--- src/rtl/pgm_fetch_ctrl.sv ---
// Instruction-fetch sequencer: owns the PC, hides the 1-cycle program-memory read latency
// and issues words over valid/ready. Optional single-step mode: PGM_SINGLE_STEP_EN.
module pgm_fetch_ctrl #(
    parameter int                 ADDR_W    = 5,
    parameter int                 INSTR_W   = 15,
    parameter logic [INSTR_W-1:0] HALT_WORD = '0
) (
    input  logic               clk,
    input  logic               rst,
    input  logic               start,
    input  logic               halt_req,
`ifdef PGM_SINGLE_STEP_EN
    input  logic               step,
`endif
    output logic [ADDR_W-1:0]  adp_bus,
    output logic               rd,
    output logic               wr,
    input  logic [INSTR_W-1:0] pgm_line,
    output logic [INSTR_W-1:0] instr,
    output logic               instr_valid,
    input  logic               instr_ready,
    input  logic               br_taken,
    input  logic [ADDR_W-1:0]  br_addr,
    output logic [ADDR_W-1:0]  pc,
    output logic               running,
    output logic               done
);

`ifdef PGM_SINGLE_STEP_EN
    typedef enum logic [2:0] {IDLE, FETCH, CAPTURE, ISSUE, STEPWAIT} state_t;
`else
    typedef enum logic [1:0] {IDLE, FETCH, CAPTURE, ISSUE} state_t;
`endif

    state_t               state_q, state_d;
    logic [ADDR_W-1:0]    npc_q, npc_d;
    logic [ADDR_W-1:0]    adp_q, adp_d;
    logic [INSTR_W-1:0]   instr_q, instr_d;
    logic                 vld_q, vld_d;
    logic [ADDR_W-1:0]    pc_q, pc_d;
    logic                 done_q, done_d;
    logic                 rd_c;

    always_ff @(posedge clk) begin
        if (rst) begin
            state_q <= IDLE;
            npc_q   <= '0;
            adp_q   <= '0;
            instr_q <= '0;
            vld_q   <= 1'b0;
            pc_q    <= '0;
            done_q  <= 1'b0;
        end else begin
            state_q <= state_d;
            npc_q   <= npc_d;
            adp_q   <= adp_d;
            instr_q <= instr_d;
            vld_q   <= vld_d;
            pc_q    <= pc_d;
            done_q  <= done_d;
        end
    end

    always_comb begin
        state_d = state_q;
        npc_d   = npc_q;
        adp_d   = adp_q;
        instr_d = instr_q;
        vld_d   = vld_q;
        pc_d    = pc_q;
        done_d  = 1'b0;
        rd_c    = 1'b0;
        case (state_q)
            IDLE: begin
                if (start) begin
                    npc_d   = '0;
                    state_d = FETCH;
                end
            end
            FETCH: begin
                rd_c    = 1'b1;
                adp_d   = npc_q;
                state_d = CAPTURE;
            end
            CAPTURE: begin
                instr_d = pgm_line;
                pc_d    = npc_q;
                if (pgm_line == HALT_WORD) begin
                    done_d  = 1'b1;
                    state_d = IDLE;
                end else begin
                    vld_d   = 1'b1;
                    state_d = ISSUE;
                end
            end
            ISSUE: begin
                if (instr_ready) begin
                    npc_d = br_taken ? br_addr : pc_q + 1'b1;
                    vld_d = 1'b0;
                    if (halt_req)
                        state_d = IDLE;
                    else
`ifdef PGM_SINGLE_STEP_EN
                        state_d = STEPWAIT;
`else
                        state_d = FETCH;
`endif
                end
            end
`ifdef PGM_SINGLE_STEP_EN
            STEPWAIT: begin
                if (halt_req)
                    state_d = IDLE;
                else if (step)
                    state_d = FETCH;
            end
`endif
            default: state_d = IDLE;
        endcase
    end

    // Address is live from npc during FETCH, otherwise the last fetched address is held.
    assign adp_bus     = rd_c ? npc_q : adp_q;
    assign rd          = rd_c;
    assign wr          = 1'b0;
    assign instr       = instr_q;
    assign instr_valid = vld_q;
    assign pc          = pc_q;
    assign running     = (state_q != IDLE);
    assign done        = done_q;

endmodule

--- config.mk ---
export PLATFORM = sky130hd
export DESIGN_NAME = pgm_fetch_ctrl
export DESIGN_NICKNAME = d
export VERILOG_FILES = /design/src/rtl/pgm_fetch_ctrl.sv
export SDC_FILE = /design/constraint.sdc
export NUM_CORES = 1
export LEC_CHECK = 0
export CORE_MARGIN = 1.5
export CORE_UTILIZATION = 30
export DETAILED_ROUTE_END_ITERATION = 8
export HOLD_SLACK_MARGIN = 0.12
export PLACE_DENSITY = 0.72
export REMOVE_ABC_BUFFERS = 1
export SLEW_MARGIN = 30
export SYNTH_ARGS = -nofsm -noshare
export SYNTH_HDL_FRONTEND = slang
export SYNTH_SLANG_ARGS = --single-unit
--- constraint.sdc ---
create_clock -name clk -period 1.3 [get_ports clk]
set_input_delay 0.26 -clock clk [delete_from_list [all_inputs] [get_ports clk]]
set_output_delay 0.26 -clock clk [all_outputs]
set_load 0.01 [all_outputs]
==> results by group, run 1 <==
Run status
  – Status: finished with violations
  – Failing checks: DRC, setup timing

Logic synthesis
  – Post-Syn Instances: 167
  – Ys async rst share: 0
  – Syn Area/Cell: 8.511 um2
  – Synth unique cells: 35
  – Register area share after synthesis: 0.4789
  – Yosys warning total: 0
  – EDFF count, synth: 0
  – Synth Flop Type: dfxtp_1
  – Flops & latches, synth: 34
  – Mapped Area: 1421 um2

Floorplanning
  – Die height: just over 70 um
  – Row Count: 24
  – Initial cell density of the core: 0.3198
  – DIE AREA: a little over 5000 um2
  – Core Region: between 4000 and 5000 um2
  – IO Pins: 56
  – Die Span X: 71.83 um

Placed design
  – Placed cell count: approximately 280
  – GPL Wtd Cong: 0.7551
  – Dpl hpwl: around 2600 um
  – Dpl cell area: 2135 um2
  – I/O Buffers: 54

Timing
  – Setup Viol. Count Final: 34
  – Fin. Hold Viols: 0
  – Fin. max-slew vios: 0
  – Final hold slack: 319.0 ps
  – Skew final: 4.948 ps
  – Max Fclk: 659.3 MHz
  – Fin crit period: between 1500 and 2000 ps
  – Tcrit/Tclk final: 1.167
  – Unrepaired setup endpoints after global routing: yes
  – Final WS setup: -216.7 ps

Global route
  – Vias in the first global route: 1349
  – GRT overflow: 0
  – First-pass GRT wire length: 6258 um
  – Largest net degree at the start of global routing: 16
  – GRT Total Usage: 0.1540
  – Initial antenna violation count: 0

Critical path
  – Critical path arrival: 1680 ps
  – End point of the critical path: npc_q[2]
  – CP Capture Type: flop
  – Reg2reg start: state_q[1]
  – CP Class: flop to flop
  – Worst-case reg-to-reg path depth: 5
  – Startpoint types: flop
  – R2R setup slack: -220 ps
  – CP max FO: 6
  – Req. time, crit path: between 1000 and 1500 ps
  – Worst setup path start: state_q[1]
  – Worst R2R End: npc_q[2]

CTS
  – Sink Count: 34
  – CTS tree: yes
  – Clock tree buffer depth: 2
  – Worst skew pair latency: 280 ps
  – Number of CTS-inserted buffers: 5
  – CTS clk-pin slew, worst paths: 70 ps
  – H-tree depth: 2
  – Cts hold-fix bufs: 0
  – Root Driver: clkbuf_8

Finish
  – Layout cell share with drive strength beyond 1: 0.4343
  – Commonest non-fill, non-tap cell in the layout: dfxtp_1
  – Final cell count without fillers: 303
  – Area of the multi-input gates: 879.6 um2
  – Syn-to-layout area delta: 80.46%
  – N_diodes: 0
  – Final Cell Area: 2565 um2
  – Filler cell count: roughly 420
  – Most frequent cells in the layout: dfxtp_1 (30), nand2_1 (26), dlygate4sd2_1 (25)
  – Layout Nets: 277
  – Storage element area: 685.7 um2

Route
  – Routed Antenna Nets: 0
  – Routed WL: ~4300 um
  – Drt first pass iters: 6
  – Starting DRC count in detailed routing: 78
  – DR vias/cell: roughly 4.8
  – Drt wl/cell: 14.29 um
  – Via count: 1464
  – Remaining routing DRC violations: 2

Power and ir drop
  – Max VDD drop: ~0.00050 V
  – Static Leak: 0.001095 uW
  – Final Power: just under 3000 uW
  – Power per Cell Area: 1146 nW/um2

Hold path
  – Min-delay worst type: input port to flop

Flow run
  – Max_cap viols: 0
## area by class of cell
type | instances | area share
inverters | 2 | 0.002927
repair buffers | 88 | 0.3185
clock buffers | 8 | 0.04293
flip-flops and latches | 34 | 0.2673
multi-input cells | 119 | 0.3429
well taps | 52 | 0.02537
## cells in the mapped netlist (3+ instances only)
library cell | instances | area (um2)
a21oi_1 | 24 | 120.1
clkbuf_1 | 8 | 30.03
dfxtp_1 | 34 | 680.7
mux2_2 | 6 | 67.56
nand2_1 | 43 | 161.4
nand3_1 | 3 | 15.01
nand4_1 | 3 | 18.77
nor2b_1 | 6 | 37.54
nor4_1 | 3 | 18.77
o21ai_0 | 5 | 25.02
## registers in the layout, indices dropped and copies added, names as in the netlist
signal / cells
instr: 15
adp_q: 5
npc_q: 5
pc: 5
state_q: 2
done: 1
instr_valid: 1
## layer usage
layer	share of wire	track usage
met1	0.41	0.1974
met2	0.53	0.2634
met4	0.0085	0.03774
met5	0	0
met3	0.047	0.03376
## logic make-up after synthesis
group	after synthesis	synth area share
AND/OR/NAND/NOR	73	0.2562
buffers and inverters	14	0.05106
other	1	0.002638
flip-flops	34	0.4789
XOR/XNOR	1	0.006163
multiplexers	6	0.04753
adder cells (fa/ha/maj)	1	0.008801
AO/OA/AOI/OAI	37	0.1488
## stage by stage
| stage | TNS (ps) | setup WS [ps] | util |
|---|---|---|---|
| 4_1_cts | -1312 | -186.0 | 0.5186 |
| 5_1_grt | -5765 | -238.6 | 0.5771 |
| 2_1_floorplan | -4601 | -278.7 | - |
| 3_3_place_gp | -4854 | -432.6 | 0.4803 |
| 3_5_place_dp | -4967 | -430.2 | 0.4803 |
| 6_report | -4094 | -216.7 | 0.5771 |
## repair_timing
action / in CTS / in global routing
buffers inserted: 4 / 5
gates cloned: 0 / 3
setup endpoints to repair: 36 / 33
pin swaps: 4 / 31
gates resized for setup: 77 / 64
## critical path: stages, from the launching register on
cell and delay, ps:
dfxtp_2 320, buf_4 130, buf_6 120, or3b_4 380, and3b_4 230, a22o_1 230
## report_power, final
group | internal [uW] | switching [uW]
clock network | 535 | 368
registers | 1110 | 49.6
logic | 472 | 403
## worst min-delay path by stage
stage | start | to | slack [ps] | cells after the start
global route | pgm_line[3] | instr[3] | 340 | 3
finish | pgm_line[3] | instr[3] | 320 | 3
detailed placement | instr[7] | instr[7] | 450 | 2
floorplan | rst | instr[0] | 330 | 1
global placement | instr[10] | instr[10] | 440 | 2
CTS | pgm_line[13] | instr[13] | 390 | 3
Power figures use the tool's default switching activity.
==> run 2, diff against run 1 <==
Settings changed: PLACE_DENSITY 0.72 to 0.7.
Clock period 1.3 ns to 1.4 ns, I/O delays scaled along.
==> run 2 against run 1 <==
Against the previous run: the run still ends with DRC, setup timing left; cell count down 4.6%; sequential share of layout area is 4.0 points higher; first-iteration DRC count down 1.3%.
==> results by group, run 2 (synthesis results as in run 1) <==
Finish
  – N_diodes: 0 (unchanged)
  – Final core occ: 0.5020 (-0.07517)
  – Max reg flops: 15 (unchanged)
  – Commonest non-fill, non-tap cell in the layout: nand2_1
  – Layout Nets: 264 (-4.7%)
  – Layout cell share with drive strength beyond 1: 0.2236 (-0.2106)
  – Most frequent cells in the layout: nand2_1 (43), dfxtp_1 (30), clkdlybuf4s50_1 (25)
  – Syn-to-layout area delta: 56.95%
  – Final cell count without fillers: 289 (-4.6%)

Floorplanning
  – Die height: 71.83 um (unchanged)
  – DIE AREA: 5160 um2 (unchanged)
  – Initial cell density of the core: 0.3198 (unchanged)
  – Core Region: 4444 um2 (unchanged)
  – IO Pins: 56 (unchanged)
  – Die Span X: 71.83 um (unchanged)
  – Row Count: 24 (unchanged)

Power and ir drop
  – Comb pwr share: 0.264 (-0.034)
  – Static Leak: 0.0009623 uW (-12%)
  – Switching power: 653.4 uW (-20%)
  – Internal: 1703 uW (-20%)
  – Clock power share: 0.283 (-0.024)
  – Net Sw Frac: 0.2773 (-0.001700)
  – Flop pwr share: 0.453 (+0.057)
  – Power per Cell Area: 1056 nW/um2 (-7.9%)
  – Max VDD drop: 0.0004432 V (-12%)

Hold path
  – Min-delay worst type: flop to flop
  – Hold Path Stages: 2 (-1)

CTS
  – Worst skew pair latency: 280 ps (about the same)
  – H-tree depth: 2 (unchanged)
  – Clock tree buffer depth: 2 (unchanged)
  – Sink Count: 34 (unchanged)
  – Root Driver: clkbuf_8
  – CTS clk-pin slew, worst paths: 60 ps (about the same)
  – Number of CTS-inserted buffers: 5 (unchanged)
  – CTS tree: yes

Run status
  – Status: finished with violations
  – Failing checks: DRC, setup timing

Critical path
  – CP max FO: 6 (unchanged)
  – CP Capture Type: primary output
  – Largest stage delay, worst path: 320 ps (-60 ps)
  – CP top delay family: flip-flops
  – Worst path depth: 4 (-1)
  – Critical path arrival: 1320 ps (-360 ps)
  – Worst path slowest cell: dfxtp_2
  – Cell mode on critical path: buf_6
  – Buf+Inv Stages, Crit Path: 2 (unchanged)
  – Worst-case reg-to-reg path depth: 4 (-1)
  – CP Class: flop to primary output
  – Startpoint types: flop
  – Req. time, crit path: 1120 ps (-350 ps)
  – Worst-path cell chain: nand2b_4 > buf_6 > mux2_4 > buf_6

Global route
  – Initial antenna violation count: 0 (unchanged)
  – Vias in the first global route: 1360 (+0.82%)
  – GRT Total Usage: 0.1513 (-0.002729)
  – GRT overflow: 0 (unchanged)
  – Largest net degree at the start of global routing: 16 (unchanged)
  – First-pass GRT wire length: 6141 um (-1.9%)

Timing
  – Final WS setup: -200.6 ps (+16.10 ps)
  – Max Fclk: 624.7 MHz
  – Tcrit/Tclk final: 1.143
  – Fin. max-slew vios: 0 (unchanged)
  – Setup TNS: -844.1 ps (+3250 ps)
  – Skew final: 7.266 ps (+2.317 ps)
  – Setup Viol. Count Final: 6 (-82%)
  – Fin crit period: 1601 ps
  – Unrepaired setup endpoints after global routing: yes
  – Fin. Hold Viols: 0 (unchanged)

Placed design
  – I/O Buffers: 54 (unchanged)
  – GPL Wtd Cong: 0.7276 (-3.6%)
  – Placed cell count: 279 (-1.8%)
  – Dpl hpwl: 2640 um (-0.31%)
  – Place WS: -323.0 ps (+107.2 ps)

Route
  – Via count: 1380 (-5.7%)
  – Drt first pass iters: 6 (unchanged)
  – Routed Antenna Nets: 0 (unchanged)
  – DR vias/cell: 4.775 (-1.2%)
  – Remaining routing DRC violations: 2 (unchanged)
  – Starting DRC count in detailed routing: 77 (-1.3%)
  – Drt wl/cell: 12.43 um (-13%)
  – Routed WL: 3592 um (-17%)

Flow run
  – Max_cap viols: 0 (unchanged)
## run 2: cell count changes in the layout (fill, tap and decap cells not counted), sizes merged
cell	before	now
buf	41	27
clkbuf	8	5
clkdlybuf4s15	0	1
clkdlybuf4s50	21	25
clkinv	0	2
dlygate4sd2	25	22
dlymetal6s2s	1	0
## run 2: worst paths after layout
path              startpoint          to  slack [ps]
setup / recovery  state_q[1]  adp_bus[4]        -200
hold / removal     instr[10]   instr[10]         450
setup reg to reg  state_q[1]    npc_q[2]         -10
hold reg to reg    instr[10]   instr[10]         450
## run 2: what timing repair did
item / CTS / global route
setup endpoints to repair: 30 / 12
setup buffers: 3 / 0
gates resized for setup: 63 / 8
cloned: 0 / 0
hold buffers: 0 / 0
## run 2: layer usage
metal,GRT usage,up-vias,part of all wire,wire [um]
li1,-,706,-,-
met1,0.1944,639,0.47,1688
met2,0.2459,33,0.48,1725
met3,0.03235,2,0.040,144
met4,0.06289,0,0.0095,34
met5,0,-,0,0
## run 2: area by class of cell
| class | count | area [um2] |
|---|---|---|
| Fill cell | 439 | 2213 |
| Multi-Input combinational cell | 119 | 706.9 |
| Timing Repair Buffer | 75 | 686.9 |
| Sequential cell | 34 | 685.7 |
| Clock buffer | 5 | 68.82 |
| Tap cell | 52 | 65.06 |
| Clock inverter | 2 | 10.01 |
| Inverter | 2 | 7.507 |
## run 2: worst reg2reg max path: cells and delay by family (launching register included)
family	cells	cell delay [ps]
flops	1	320
compound gates	1	230
buf+inv	1	160
simple gates	2	600
## run 2: power by group through the flow
| stage | Clock, uW | Sequential, uW | Combinational (uW) |
|---|---|---|---|
| after global routing | 733 | 1070 | 683 |
| final | 668 | 1070 | 621 |
| after global placement | 0 | 1080 | 590 |
| after floorplan | 0 | 1120 | 196 |
| after CTS | 696 | 1070 | 605 |
| after detailed placement | 0 | 1080 | 590 |
## run 2: stage by stage
step                hold slack, ps  power [uW]  instance area, um2
global route                 471.0        2491                2231
detailed placement           445.9        1674                2097
CTS                          452.6        2369                2207
finish                       449.2        2356                2231
global placement             442.1        1672                2097
floorplan                    349.1        1317                1356
